`src/rtl/ppe_row_conv_if.sv`:
```
`default_nettype none
// ============================================================================
// Module   : ppe_row_conv_if
// Brief    : Router-facing packet links of the row-convolution PPE: an ingress
//            valid/ready port and an egress valid/ready port, 33-bit packets.
// Revision : 1.0 - initial release
// ============================================================================
interface ppe_row_conv_if #(
    parameter int PKT_WIDTH = 33
);
    logic                 in_valid;
    logic                 in_ready;
    logic [PKT_WIDTH-1:0] in_packet;
    logic                 out_valid;
    logic                 out_ready;
    logic [PKT_WIDTH-1:0] out_packet;

    // PPE side
    modport slave (
        input  in_valid, in_packet, out_ready,
        output in_ready, out_valid, out_packet
    );

    // Router side
    modport master (
        output in_valid, in_packet, out_ready,
        input  in_ready, out_valid, out_packet
    );
endinterface
`default_nettype wire

```
`src/rtl/ppe_row_conv.sv`:
```
`default_nettype none
// ============================================================================
// Module   : ppe_row_conv
// Brief    : Holds one 5-tap weight row and convolves it over 25-bit spike
//            rows, emitting one partial-sum packet per output position.
// Revision : 1.0 - initial release
// ============================================================================
module ppe_row_conv #(
    parameter logic [3:0] PE_ID        = 4'd5,
    parameter logic [3:0] PSUM_DEST    = 4'd12,
    parameter int         FILTER_SIZE  = 5,
    parameter int         IFMAP_SIZE   = 25,
    parameter int         OUTPUT_SIZE  = 21,
    parameter int         WEIGHT_WIDTH = 8,
    parameter int         SUM_WIDTH    = 13
) (
    input  logic              clk,
    input  logic              rst_n,
    ppe_row_conv_if.slave     bus,
    output logic              weights_loaded,
    output logic              ts_done
);
    localparam logic [3:0] OP_WEIGHT  = 4'd0;
    localparam logic [3:0] OP_INPUT   = 4'd1;
    localparam logic [3:0] OP_PSUM    = 4'd2;
    localparam logic [3:0] OP_TS_DONE = 4'd15;
    localparam int         IDX_W      = 5;
    localparam int         PAD_W      = IFMAP_SIZE - IDX_W - SUM_WIDTH;
    localparam logic [IDX_W-1:0] J_LAST = IDX_W'(OUTPUT_SIZE - 1);

    typedef enum logic [1:0] {
        ST_W0  = 2'd0,
        ST_W1  = 2'd1,
        ST_RDY = 2'd2,
        ST_OUT = 2'd3
    } state_t;

    state_t                        state_q, state_d;
    logic [WEIGHT_WIDTH-1:0]       w_q [FILTER_SIZE];
    logic [WEIGHT_WIDTH-1:0]       w_d [FILTER_SIZE];
    logic [IFMAP_SIZE-1:0]         spikes_q, spikes_d;
    logic [IDX_W-1:0]              j_q, j_d;
    logic                          out_valid_q, out_valid_d;
    logic [IFMAP_SIZE+7:0]         out_packet_q, out_packet_d;
    logic                          loaded_q, loaded_d;
    logic                          ts_done_q, ts_done_d;

    logic [3:0]                    pkt_dest;
    logic [3:0]                    pkt_op;
    logic [IFMAP_SIZE-1:0]         pkt_data;
    logic                          accept;
    logic                          mine;
    logic [IFMAP_SIZE-1:0]         psum_src;
    logic [IDX_W-1:0]              psum_idx;
    logic [FILTER_SIZE-1:0]        window;
    logic [SUM_WIDTH-1:0]          psum;
    logic [IFMAP_SIZE+7:0]         psum_packet;

    assign pkt_dest = bus.in_packet[IFMAP_SIZE+7 -: 4];
    assign pkt_op   = bus.in_packet[IFMAP_SIZE+3 -: 4];
    assign pkt_data = bus.in_packet[IFMAP_SIZE-1:0];
    assign accept   = bus.in_valid && bus.in_ready;
    assign mine     = accept && (pkt_dest == PE_ID);

    // One shared MAC: position 0 of a freshly accepted row, or the next
    // position of the row currently being streamed out.
    assign psum_src = (state_q == ST_OUT) ? spikes_q : pkt_data;
    assign psum_idx = (state_q == ST_OUT) ? (j_q + IDX_W'(1)) : '0;
    assign window   = FILTER_SIZE'(psum_src >> psum_idx);

    always_comb begin
        psum = '0;
        for (int k = 0; k < FILTER_SIZE; k++) begin
            if (window[k]) begin
                psum = psum + SUM_WIDTH'(w_q[k]);
            end
        end
    end

    assign psum_packet = {PSUM_DEST, OP_PSUM, psum_idx, {PAD_W{1'b0}}, psum};

    always_comb begin
        state_d      = state_q;
        w_d          = w_q;
        spikes_d     = spikes_q;
        j_d          = j_q;
        out_valid_d  = out_valid_q;
        out_packet_d = out_packet_q;
        loaded_d     = loaded_q;
        ts_done_d    = 1'b0;

        case (state_q)
            ST_W0: begin
                if (mine && pkt_op == OP_WEIGHT) begin
                    w_d[0]  = pkt_data[7:0];
                    w_d[1]  = pkt_data[15:8];
                    w_d[2]  = pkt_data[23:16];
                    state_d = ST_W1;
                end
            end
            ST_W1: begin
                if (mine && pkt_op == OP_WEIGHT) begin
                    w_d[3]   = pkt_data[7:0];
                    w_d[4]   = pkt_data[15:8];
                    loaded_d = 1'b1;
                    state_d  = ST_RDY;
                end
            end
            ST_RDY: begin
                if (mine && pkt_op == OP_INPUT) begin
                    spikes_d     = pkt_data;
                    j_d          = '0;
                    out_valid_d  = 1'b1;
                    out_packet_d = psum_packet;
                    state_d      = ST_OUT;
                end else if (mine && pkt_op == OP_WEIGHT) begin
                    loaded_d = 1'b0;
                    w_d[0]   = pkt_data[7:0];
                    w_d[1]   = pkt_data[15:8];
                    w_d[2]   = pkt_data[23:16];
                    state_d  = ST_W1;
                end
            end
            ST_OUT: begin
                if (out_valid_q && bus.out_ready) begin
                    if (j_q == J_LAST) begin
                        out_valid_d = 1'b0;
                        state_d     = ST_RDY;
                    end else begin
                        j_d          = j_q + IDX_W'(1);
                        out_packet_d = psum_packet;
                    end
                end
            end
            default: state_d = ST_W0;
        endcase

        if (mine && pkt_op == OP_TS_DONE && state_q != ST_OUT) begin
            ts_done_d = 1'b1;
        end
    end

    always_ff @(posedge clk or negedge rst_n) begin
        if (!rst_n) begin
            state_q      <= ST_W0;
            for (int k = 0; k < FILTER_SIZE; k++) begin
                w_q[k] <= '0;
            end
            spikes_q     <= '0;
            j_q          <= '0;
            out_valid_q  <= 1'b0;
            out_packet_q <= '0;
            loaded_q     <= 1'b0;
            ts_done_q    <= 1'b0;
        end else begin
            state_q      <= state_d;
            w_q          <= w_d;
            spikes_q     <= spikes_d;
            j_q          <= j_d;
            out_valid_q  <= out_valid_d;
            out_packet_q <= out_packet_d;
            loaded_q     <= loaded_d;
            ts_done_q    <= ts_done_d;
        end
    end

    assign bus.in_ready   = (state_q != ST_OUT);
    assign bus.out_valid  = out_valid_q;
    assign bus.out_packet = out_packet_q;
    assign weights_loaded = loaded_q;
    assign ts_done        = ts_done_q;
endmodule
`default_nettype wire

```
`src/flat_wrapper.sv`:
```
// flat-port wrapper written by rule: the top's interface ports become plain ports
module ppe_row_conv_flat 
#(
    parameter logic [3:0] PE_ID        = 4'd5,
    parameter logic [3:0] PSUM_DEST    = 4'd12,
    parameter int         FILTER_SIZE  = 5,
    parameter int         IFMAP_SIZE   = 25,
    parameter int         OUTPUT_SIZE  = 21,
    parameter int         WEIGHT_WIDTH = 8,
    parameter int         SUM_WIDTH    = 13
)
  (clk, rst_n, weights_loaded, ts_done, bus_in_valid, bus_in_packet, bus_out_ready, bus_in_ready, bus_out_valid, bus_out_packet);
  ppe_row_conv_if bus_i ();
  input  logic clk;
  input  logic rst_n;
  output logic weights_loaded;
  output logic ts_done;
  input wire logic [$bits(bus_i.in_valid)-1:0] bus_in_valid;
  input wire logic [$bits(bus_i.in_packet)-1:0] bus_in_packet;
  input wire logic [$bits(bus_i.out_ready)-1:0] bus_out_ready;
  output wire logic [$bits(bus_i.in_ready)-1:0] bus_in_ready;
  output wire logic [$bits(bus_i.out_valid)-1:0] bus_out_valid;
  output wire logic [$bits(bus_i.out_packet)-1:0] bus_out_packet;
  assign bus_i.in_valid = bus_in_valid;
  assign bus_i.in_packet = bus_in_packet;
  assign bus_i.out_ready = bus_out_ready;
  assign bus_in_ready = bus_i.in_ready;
  assign bus_out_valid = bus_i.out_valid;
  assign bus_out_packet = bus_i.out_packet;
  ppe_row_conv #(.PE_ID(PE_ID), .PSUM_DEST(PSUM_DEST), .FILTER_SIZE(FILTER_SIZE), .IFMAP_SIZE(IFMAP_SIZE), .OUTPUT_SIZE(OUTPUT_SIZE), .WEIGHT_WIDTH(WEIGHT_WIDTH), .SUM_WIDTH(SUM_WIDTH)) u_core (.clk(clk), .rst_n(rst_n), .bus(bus_i), .weights_loaded(weights_loaded), .ts_done(ts_done));
endmodule
```
`config.mk`:
```
export PLATFORM = sky130hd
export DESIGN_NAME = ppe_row_conv_flat
export DESIGN_NICKNAME = d
export VERILOG_FILES = /design/src/rtl/ppe_row_conv_if.sv /design/src/rtl/ppe_row_conv.sv /design/src/flat_wrapper.sv
export SDC_FILE = /design/constraint.sdc
export NUM_CORES = 1
export LEC_CHECK = 0
export CAP_MARGIN = 20
export CORE_MARGIN = 2
export CORE_UTILIZATION = 50
export DETAILED_ROUTE_END_ITERATION = 10
export DONT_BUFFER_PORTS = 1
export PLACE_DENSITY_LB_ADDON = 0.08
export SYNTH_ARGS = -nofsm -noshare
export SYNTH_HDL_FRONTEND = slang
export SYNTH_SLANG_ARGS = --single-unit
```
`constraint.sdc`:
```
create_clock -name clk -period 9.3 [get_ports clk]
set_input_delay 0.93 -clock clk [delete_from_list [all_inputs] [get_ports clk]]
set_output_delay 0.93 -clock clk [all_outputs]
set_load 0.01 [all_outputs]
```
; ---- Yosys cells after proc, flatten, opt, wreduce, memory -nomap -nowiden
; Index checks and enable logic that the tools add are counted.
[totals]
reg_bits = 108
latch_bits = 0
ramBits = 0
rom_bits = 0
inputBits = 37
wordCells = 85
mem_count = 0
[classes]
add_sub_neg = 5
n_mul = 0
div_mod_pow = 0
magnitude_cmp = 0
n_eq_ne = 15
shifts = 1
n_mux = 33
bitwise = 0
n_reduce_logical = 19
[op_table]
columns = operator, count
row1 = $mux 33, 3
row2 = $pmux 33 s2, 1
row3 = $mux 13, 4
row4 = $mux 24, 2
row5 = $pmux 24 s2, 1
row6 = $add 13x8->13, 3
row7 = $mux 25, 1
row8 = $shr 25x5->5, 1
row9 = $mux 5, 4
row10 = $reduce_and 4->1, 3
row11 = $mux 2, 5
row12 = $ne 2x2->1 const B, 5
row13 = $pmux 5 s2, 1
row14 = $add 8x8->9, 1
row15 = $mux 8, 1
row16 = $pmux 2 s4, 1
row17 = $logic_and 1x1->1, 7
row18 = $mux 1, 7
row19 = $ne 2x1->1 const B, 3
row20 = $reduce_and 2->1, 3
row21 = $reduce_bool 2->1, 3
row22 = $add 5x1->5 const B, 1
row23 = $eq 5x5->1 const B, 1
row24 = $eq 2x2->1 const B, 2
row25 = 8 further kinds, 9

; ---- Longest topological paths before layout
; Gate-level depths: netlist of the first run.
[logic_depth]
ltp_word = 15
ltp_mapped = 42

; ---- Worst setup path after synthesis of the first run
; No wires, ideal clock.
[synth_timing]
path_kind = register to register
startpoint = reg u_core.j_q[0]
endpoint = reg u_core.out_packet_q[9], in the netlist u_core.bus.out_packet[9]
arrival_time_ns = 7.475
path_slack_ns = 1.743
path_stages_with_launch = 38
cell_sequence = dfrtp_1 buf_6 inv_2 ha_1 buf_6 mux4_1 mux4_2 nor2_1 a211oi_2 buf_2 and2_1 ha_1 inv_1 fa_1 nor2_1 a31oi_1 inv_1 ha_1 [... 2 more ...] nor2b_1 o31ai_1 nand2b_1 a211oi_1 nor2_1 mux2_2 ha_1 o21a_1 o31a_1 a211oi_1 a21o_1 ha_1 o21a_1 o31a_1 o21bai_2 maj3_1 or3_1 a31oi_1
[synth_via]
elab_chain_cells = 15
[synth_lines]
columns = element, line_no
row1 = start: declaration, ppe_row_conv.sv:42  ; logic [IDX_W-1:0] j_q, j_d;
row2 = start signal: assignment, ppe_row_conv.sv:159  ; j_q <= j_d;
row3 = $add 5x1->5, ppe_row_conv.sv:68  ; assign psum_idx = (state_q == ST_OUT) ? (j_q + IDX_W'(1)) : '0;
row4 = $mux 5, ppe_row_conv.sv:68
row5 = $shr 25x5->5, ppe_row_conv.sv:69  ; assign window = FILTER_SIZE'(psum_src >> psum_idx);
row6 = $mux 8, ppe_row_conv.sv:74  ; if (window[k]) begin
row7 = $add 8x8->9, ppe_row_conv.sv:75  ; psum = psum + SUM_WIDTH'(w_q[k]);
row8 = $mux 13, ppe_row_conv.sv:74
row9 = $add 13x8->13, ppe_row_conv.sv:75
row10 = $mux 13, ppe_row_conv.sv:74
row11 = $add 13x8->13, ppe_row_conv.sv:75
row12 = $mux 13, ppe_row_conv.sv:74
row13 = $add 13x8->13, ppe_row_conv.sv:75
row14 = $mux 13, ppe_row_conv.sv:74
row15 = $mux 33, ppe_row_conv.sv:126  ; if (j_q == J_LAST) begin
row16 = $mux 33, ppe_row_conv.sv:125  ; if (out_valid_q && bus.out_ready) begin
row17 = $pmux 33 s2, ppe_row_conv.sv:92  ; case (state_q)
row18 = end signal: assignment, ppe_row_conv.sv:161  ; out_packet_q <= out_packet_d;
row19 = end: declaration, ppe_row_conv.sv:44  ; logic [IFMAP_SIZE+7:0] out_packet_q, out_packet_d;
; Several ways; a longest one is shown, not always the timed one. The select of a mux whose other input is x is not followed.
; A chain may end at the register's enable or synchronous reset.

; ---- Worst setup path in the final report of the first run
[layout_timing]
startpoint = reg u_core.j_q[1]
endpoint = reg u_core.out_packet_q[9], in the netlist u_core.bus.out_packet[9]
; Same word-level chain as after synthesis.

==> results of run 1 <==
per-stage QoR:
| stage | cells | total power, mW | utilization (%) | setup slack [ns] |
|---|---|---|---|---|
| global route | 773 | 0.9004 | 54.19 | 0.3302 |
| floorplan | 613 | 0.4672 | - | 1.743 |
| global placement | 757 | 0.4790 | 51.58 | 1.352 |
| CTS | 773 | 0.8780 | 54.19 | 1.088 |
| finish | 773 | 0.8671 | 54.19 | 1.037 |
| detailed placement | 757 | 0.4808 | 51.58 | 1.162 |
kinds of logic (layout without fill, tap and decap cells):
group | Yosys count | count (layout) | share of synthesized area [%]
buffers and inverters | 62 | 50 | 5.451
adder cells (fa/ha/maj) | 40 | 40 | 8.306
other | 1 | 13 | 0.05899
AO/OA/AOI/OAI | 140 | 140 | 14.84
AND/OR/NAND/NOR | 143 | 143 | 10.96
multiplexers | 107 | 107 | 22.34
XOR/XNOR | 20 | 20 | 3.405
flip-flops | 88 | 88 | 34.64
metal layers:
| metal | global-route usage [%] | wire length [µm] |
|---|---|---|
| met5 | 0 | 0 |
| met1 | 31.98 | 6810 |
| met4 | 9.098 | 333 |
| met2 | 36.07 | 7098 |
| met3 | 4.619 | 716 |
worst min-delay path by stage:
stage,start,end,slack (ns),cells after the start
detailed placement,u_core.w_q[15],u_core.w_q[15],0.50,1
floorplan,u_core.spikes_q[0],u_core.spikes_q[0],0.48,1
global placement,u_core.spikes_q[0],u_core.spikes_q[0],0.50,1
global route,rst_n,u_core.spikes_q[21],0.26,0
CTS,rst_n,u_core.bus.out_packet[1],0.26,0
finish,rst_n,u_core.spikes_q[21],0.27,0
sequential cells by signal (all words and copies together), names as in the netlist:
signal / count
u_core.weights_loaded: 1
u_core.spikes_q: 25
u_core.bus.out_packet: 14
u_core.ts_done: 1
u_core.j_q: 4
u_core.w_q: 40
u_core.state_q: 2
u_core.bus.out_valid: 1
synthesized netlist by cell type, types with 10 or more instances:
library cell / instances
dfrtp_1: 88
nand2_1: 35
a21o_1: 13
mux2_2: 73
clkbuf_1: 11
mux4_2: 18
mux2i_1: 14
inv_1: 20
o21a_1: 10
ha_1: 35
buf_4: 15
o21ai_0: 33
nor2_1: 47
a21oi_1: 28
xnor2_1: 11
cell type report:
cell class | count | area (µm²)
fillers | 1134 | 5734
clock buffers | 13 | 280.3
clock inverters | 3 | 46.29
well taps | 172 | 215.2
flip-flops and latches | 88 | 2202
inverters | 22 | 82.58
repair buffers | 12 | 90.09
multi-input cells | 463 | 3866
worst max-delay path: cells and delay by family (launching register included):
kind	cells	cell delay, ns
AO/OA/AOI/OAI	16	3.11
adder cells (fa/ha/maj)	7	2.41
AND/OR/NAND/NOR	7	0.97
buffers and inverters	4	0.70
multiplexers	2	0.58
flip-flops	1	0.43
power groups by stage:
stage          sequential, mW  combinational, mW  clock [mW]
2_1_floorplan           0.397             0.0703           0
3_3_place_gp            0.399             0.0803           0
3_5_place_dp            0.399             0.0820           0
4_1_cts                 0.392             0.0824       0.404
5_1_grt                 0.392             0.0927       0.416
6_report                0.392             0.0813       0.394
==> run metrics, run 1 <==
status finished, final reports clean; Switch Pwr 205.9 µW; min Tclk post-route between 8 and 9 ns; Final period util between 80% and 90%; setup TNS 0 ns; Worst path most repeated cell ha_1; CTS Hold Bufs 0; Worst-Margin Slew 1.032 ns; clock latency on the worst-skew pair between 0.3 and 0.4 ns; antenna viol nets, final 0; Min Hold Slack ~0.27 ns; Die Area between 10000 and 15000 µm²; Setup crit end kind register; gp weighted congestion 0.8572; largest net degree at the start of global routing around 90; vias in the first global route 4341; Worst EP required between 9 and 10 ns; Slew Limit Fails 0; clock tree sinks 88; Initial Utilization 50.79%; FF+latch count, synth slightly below 90; number of DRC markers in iteration 0 around 250; Core ar. 12520 µm²; drt drc 0; H-tree lvl count 3; Final #Nets 672; io pins 74; syn_area_per_cell about 11 µm²; antenna violations before repair 0; Crit-path slowest cell ha_1; Async S/R FF share, synth 100.0%; gr usage total between 20 and 25%; Finish-stage setup viols 0; max incr delay on CP 0.65 ns; relative slew slack 29.40%; peak supply drop between 80 and 90 µV; Net Sw Frac 23.74%; FMAX around 0.12 GHz; R2R depth 36; final hold viol count 0; post-synth top area share 34.64%; first-pass GRT wire length around 24 mm; Crit Reg-Reg Startpoint u_core.j_q[1]; post-CTS sizing 0; Post-Synthesis Cells between 600 and 700; Reg2Reg Setup Slack ~1.0 ns; most common cell after layout, fill and taps aside dfrtp_1; Cell Area, Placed approximately 6500 µm²; internal power between 600 and 700 µW; total congestion overflow 0; Yosys cell types 68; clock slew at reported path FFs around 0.07 ns; cts bufs inserted 9; TritonRoute pass-1 iters 4; clk root buf clkbuf_16; PortBufs 0; FP Rows slightly above 40; Max-Cap Viols 0; CTS tree built; top_reg_cell synth dfrtp_1; cell taking the most area after synthesis dfrtp_1; antenna cells 0; r2r endpoint u_core.bus.out_packet[9]; RSZ-0062 raised after global routing false; Logic pwr share 9.4%; commonest cells after routing, fill and taps aside 88 x dfrtp_1, 73 x mux2_2, 46 x nor2_1; warnings from Yosys 0; PD cells about 130 nW/µm²; Max Buffers Root-to-Sink 2; Final Cell Area just under 7000 µm²; EDFF count, synth 0; Post-Syn Area around 6400 µm²; routed vias/inst ~5.9; main area contributors after synthesis dfrtp_1 35%, mux2_2 13%, ha_1 6.9%; leakage power total roughly 3.1 nW; CP Launch Point u_core.j_q[1]; mean routed wirelength per cell around 19 µm; Die Width between 100 and 150 µm; postcts setup bufs 0; die height approximately 120 µm; WP data arrival roughly 8.5 ns; Clk pwr share 45.5%; worst setup path class register to register; Worst Hold Class input port to async pin; crit start category register; register area share after synthesis around 35%; Flop pwr share between 40% and 50%; vias 4528; area grow syn2layout 6.692%; clk_skew a little over 0.009 ns; share of cells above drive strength 1 a little under a quarter; total wire length 14.96 mm; crit-path max FO 14; detailed-placement wirelength estimate approximately 11 mm; CP endpoint u_core.bus.out_packet[9]
No activity file was read; power rests on OpenSTA's default activity.
==> inputs of run 2 (changes only) <==
Settings changed: GPL_ROUTABILITY_DRIVEN set to 0, SETUP_SLACK_MARGIN set to 0.05.
==> run 2 against run 1 <==
  * Design area fell by 0.46%
  * Non-clock buffer count is the same
  * Wire length down 2.0%
  * Sequential power is essentially flat
  * Cell count shrank 0.13%
  * Critical path depth grew 1
  * Clock-buffer cell count down 3
  * Sequential share of layout area rose by 0.15 points
  * Combinational power hardly changed
  * Critical endpoint unchanged
  * Largest power group is now sequential cells
==> run metrics, run 2 (synthesis results as in run 1) <==
status finished, final reports clean; min Tclk post-route 8.346 ns (+0.08255 ns); Die Width 116.8 µm (unchanged); Net Sw Frac 24.54% (+0.80 points); max incr delay on CP 0.62 ns (-0.03 ns); leakage power total 3.119 nW (-0.44%); commonest cells after routing, fill and taps aside 88 x dfrtp_1, 73 x mux2_2, 46 x nor2_1; share of cells above drive strength 1 23.33% (-0.13 points); Switch Pwr 207.1 µW (+0.58%); Final #Nets 672 (unchanged); Logic pwr share 9.6% (+0.2 points); TritonRoute pass-1 iters 4 (unchanged); first-pass GRT wire length 23.95 mm (+1.5%); R2R depth 37 (+2.8%); Crit-path slowest cell ha_1; Worst EP required 9.58 ns (about the same); largest net degree at the start of global routing 89 (unchanged); crit-path max FO 16 (+2); Top reg by flops u_core.w_q; Initial Utilization 50.79% (unchanged); mean routed wirelength per cell 18.99 µm (-1.9%); Cell Area, Placed 6449 µm² (-0.12%); Final period util 89.74% (+0.89 points); crit start category register; CTS Hold Bufs 0 (unchanged); Finish-stage setup viols 0 (unchanged); CP Launch Point u_core.j_q[1]; postcts setup bufs 0 (unchanged); clk_skew 0.008907 ns (-0.0004388 ns); total congestion overflow 0 (unchanged); Max Buffers Root-to-Sink 2 (unchanged); Final Cell Area 6751 µm² (-0.46%); clock latency on the worst-skew pair 0.35 ns (about the same); FMAX 0.1198 GHz (-0.99%); relative slew slack 31.40% (+2.0 points); clock tree sinks 88 (unchanged); post-CTS sizing 0 (unchanged); r2r endpoint u_core.bus.out_packet[9]; internal power 636.8 µW (-3.7%); clk root buf clkbuf_16; PnR Total Power 843.9 µW (-2.7%); Flop pwr share 46.4% (+1.2 points); RSZ-0062 raised after global routing false; setup TNS 0 ns (unchanged); total wire length 14.66 mm (-2.0%); antenna violations before repair 0 (unchanged); routed vias/inst 5.925 (+1.1%); WP data arrival 8.62 ns (+0.08 ns); Crit Reg-Reg Startpoint u_core.j_q[1]; Reg2Reg Setup Slack 0.95 ns (-0.08 ns); worst setup path class register to register; clock slew at reported path FFs 0.07 ns (about the same); Max-Cap Viols 0 (unchanged); H-tree lvl count 3 (unchanged); cts bufs inserted 9 (unchanged); Min Hold Slack 0.2695 ns (-0.002159 ns); gr usage total 23.28% (+0.11 points); vias in the first global route 4515 (+4.0%); max reg flops 40 (unchanged); Worst path most repeated cell ha_1; final hold viol count 0 (unchanged); Worst-Margin Slew 1.003 ns (-0.02914 ns); area grow syn2layout 6.200%; number of DRC markers in iteration 0 284 (+13%); antenna cells 0 (unchanged); io pins 74 (unchanged); most common cell after layout, fill and taps aside dfrtp_1; drt drc 0 (unchanged); CTS tree built; Slew Limit Fails 0 (unchanged); Die Area 13630 µm² (unchanged); Setup crit end kind register; Worst Hold Class input port to async pin; Core ar. 12520 µm² (unchanged); PD cells 125.0 nW/µm² (-2.2%); detailed-placement wirelength estimate 11.06 mm (-2.9%); die height 116.8 µm (unchanged); FP Rows 41 (unchanged); vias 4574 (+1.0%); Clk pwr share 44.0% (-1.5 points); PortBufs 0 (unchanged); peak supply drop 77.32 µV (-4.1%); antenna viol nets, final 0 (unchanged)
## run 2: how the worst max path moves through the flow
stage	end	slack (ns)	cells past startpoint
2_1_floorplan	u_core.bus.out_packet[9]	1.74	37
3_3_place_gp	u_core.bus.out_packet[9]	1.21	36
3_5_place_dp	u_core.bus.out_packet[9]	0.98	37
4_1_cts	u_core.bus.out_packet[9]	0.95	37
5_1_grt	u_core.bus.out_packet[9]	0.21	36
6_report	u_core.bus.out_packet[9]	0.95	37
## run 2: per-stage QoR
stage	setup slack, ns	cells	util (%)
floorplan	1.743	613	-
global placement	1.214	756	51.52
detailed placement	0.9807	756	51.52
CTS	0.9455	771	53.88
global route	0.2051	772	53.94
finish	0.9540	772	53.94
## run 2: metal layers
| layer | vias up | part of all wire (%) | track usage (%) | wire, µm |
|---|---|---|---|---|
| li1 | 2163 | - | - | - |
| met1 | 2295 | 44 | 30.82 | 6492 |
| met2 | 100 | 48 | 37.65 | 7075 |
| met3 | 16 | 5.9 | 5.708 | 865 |
| met4 | 0 | 1.6 | 7.843 | 229 |
| met5 | - | 0 | 0 | 0 |
## run 2: critical path, delay by kind of cell (launching register included)
| kind | cells | cell delay (ns) |
|---|---|---|
| AND/OR/NAND/NOR | 7 | 1.11 |
| multiplexers | 3 | 1.27 |
| adder cells (fa/ha/maj) | 6 | 1.98 |
| buffers and inverters | 5 | 0.76 |
| flip-flops | 1 | 0.43 |
| AO/OA/AOI/OAI | 16 | 2.71 |
## run 2: final cells by class
cell class	count	area (µm²)
clock inverters	5	56.30
clock buffers	10	239.0
multi-input cells	463	3866
fillers	1120	5766
flip-flops and latches	88	2202
repair buffers	12	90.09
inverters	22	82.58
well taps	172	215.2
## run 2: power by group through the flow
stage | Clock [mW] | Combinational, mW | Sequential, mW
5_1_grt | 0.397 | 0.0934 | 0.392
6_report | 0.371 | 0.0813 | 0.392
3_5_place_dp | 0 | 0.0822 | 0.399
3_3_place_gp | 0 | 0.0796 | 0.399
4_1_cts | 0.378 | 0.0824 | 0.392
2_1_floorplan | 0 | 0.0703 | 0.397
==> inputs of run 3 (changes only) <==
Settings changed: GPL_ROUTABILITY_DRIVEN 0 to not set, SLEW_MARGIN set to 20.
==> results of run 3 <==
No change in the layout: final DEF, timing and power equal those of run 1.
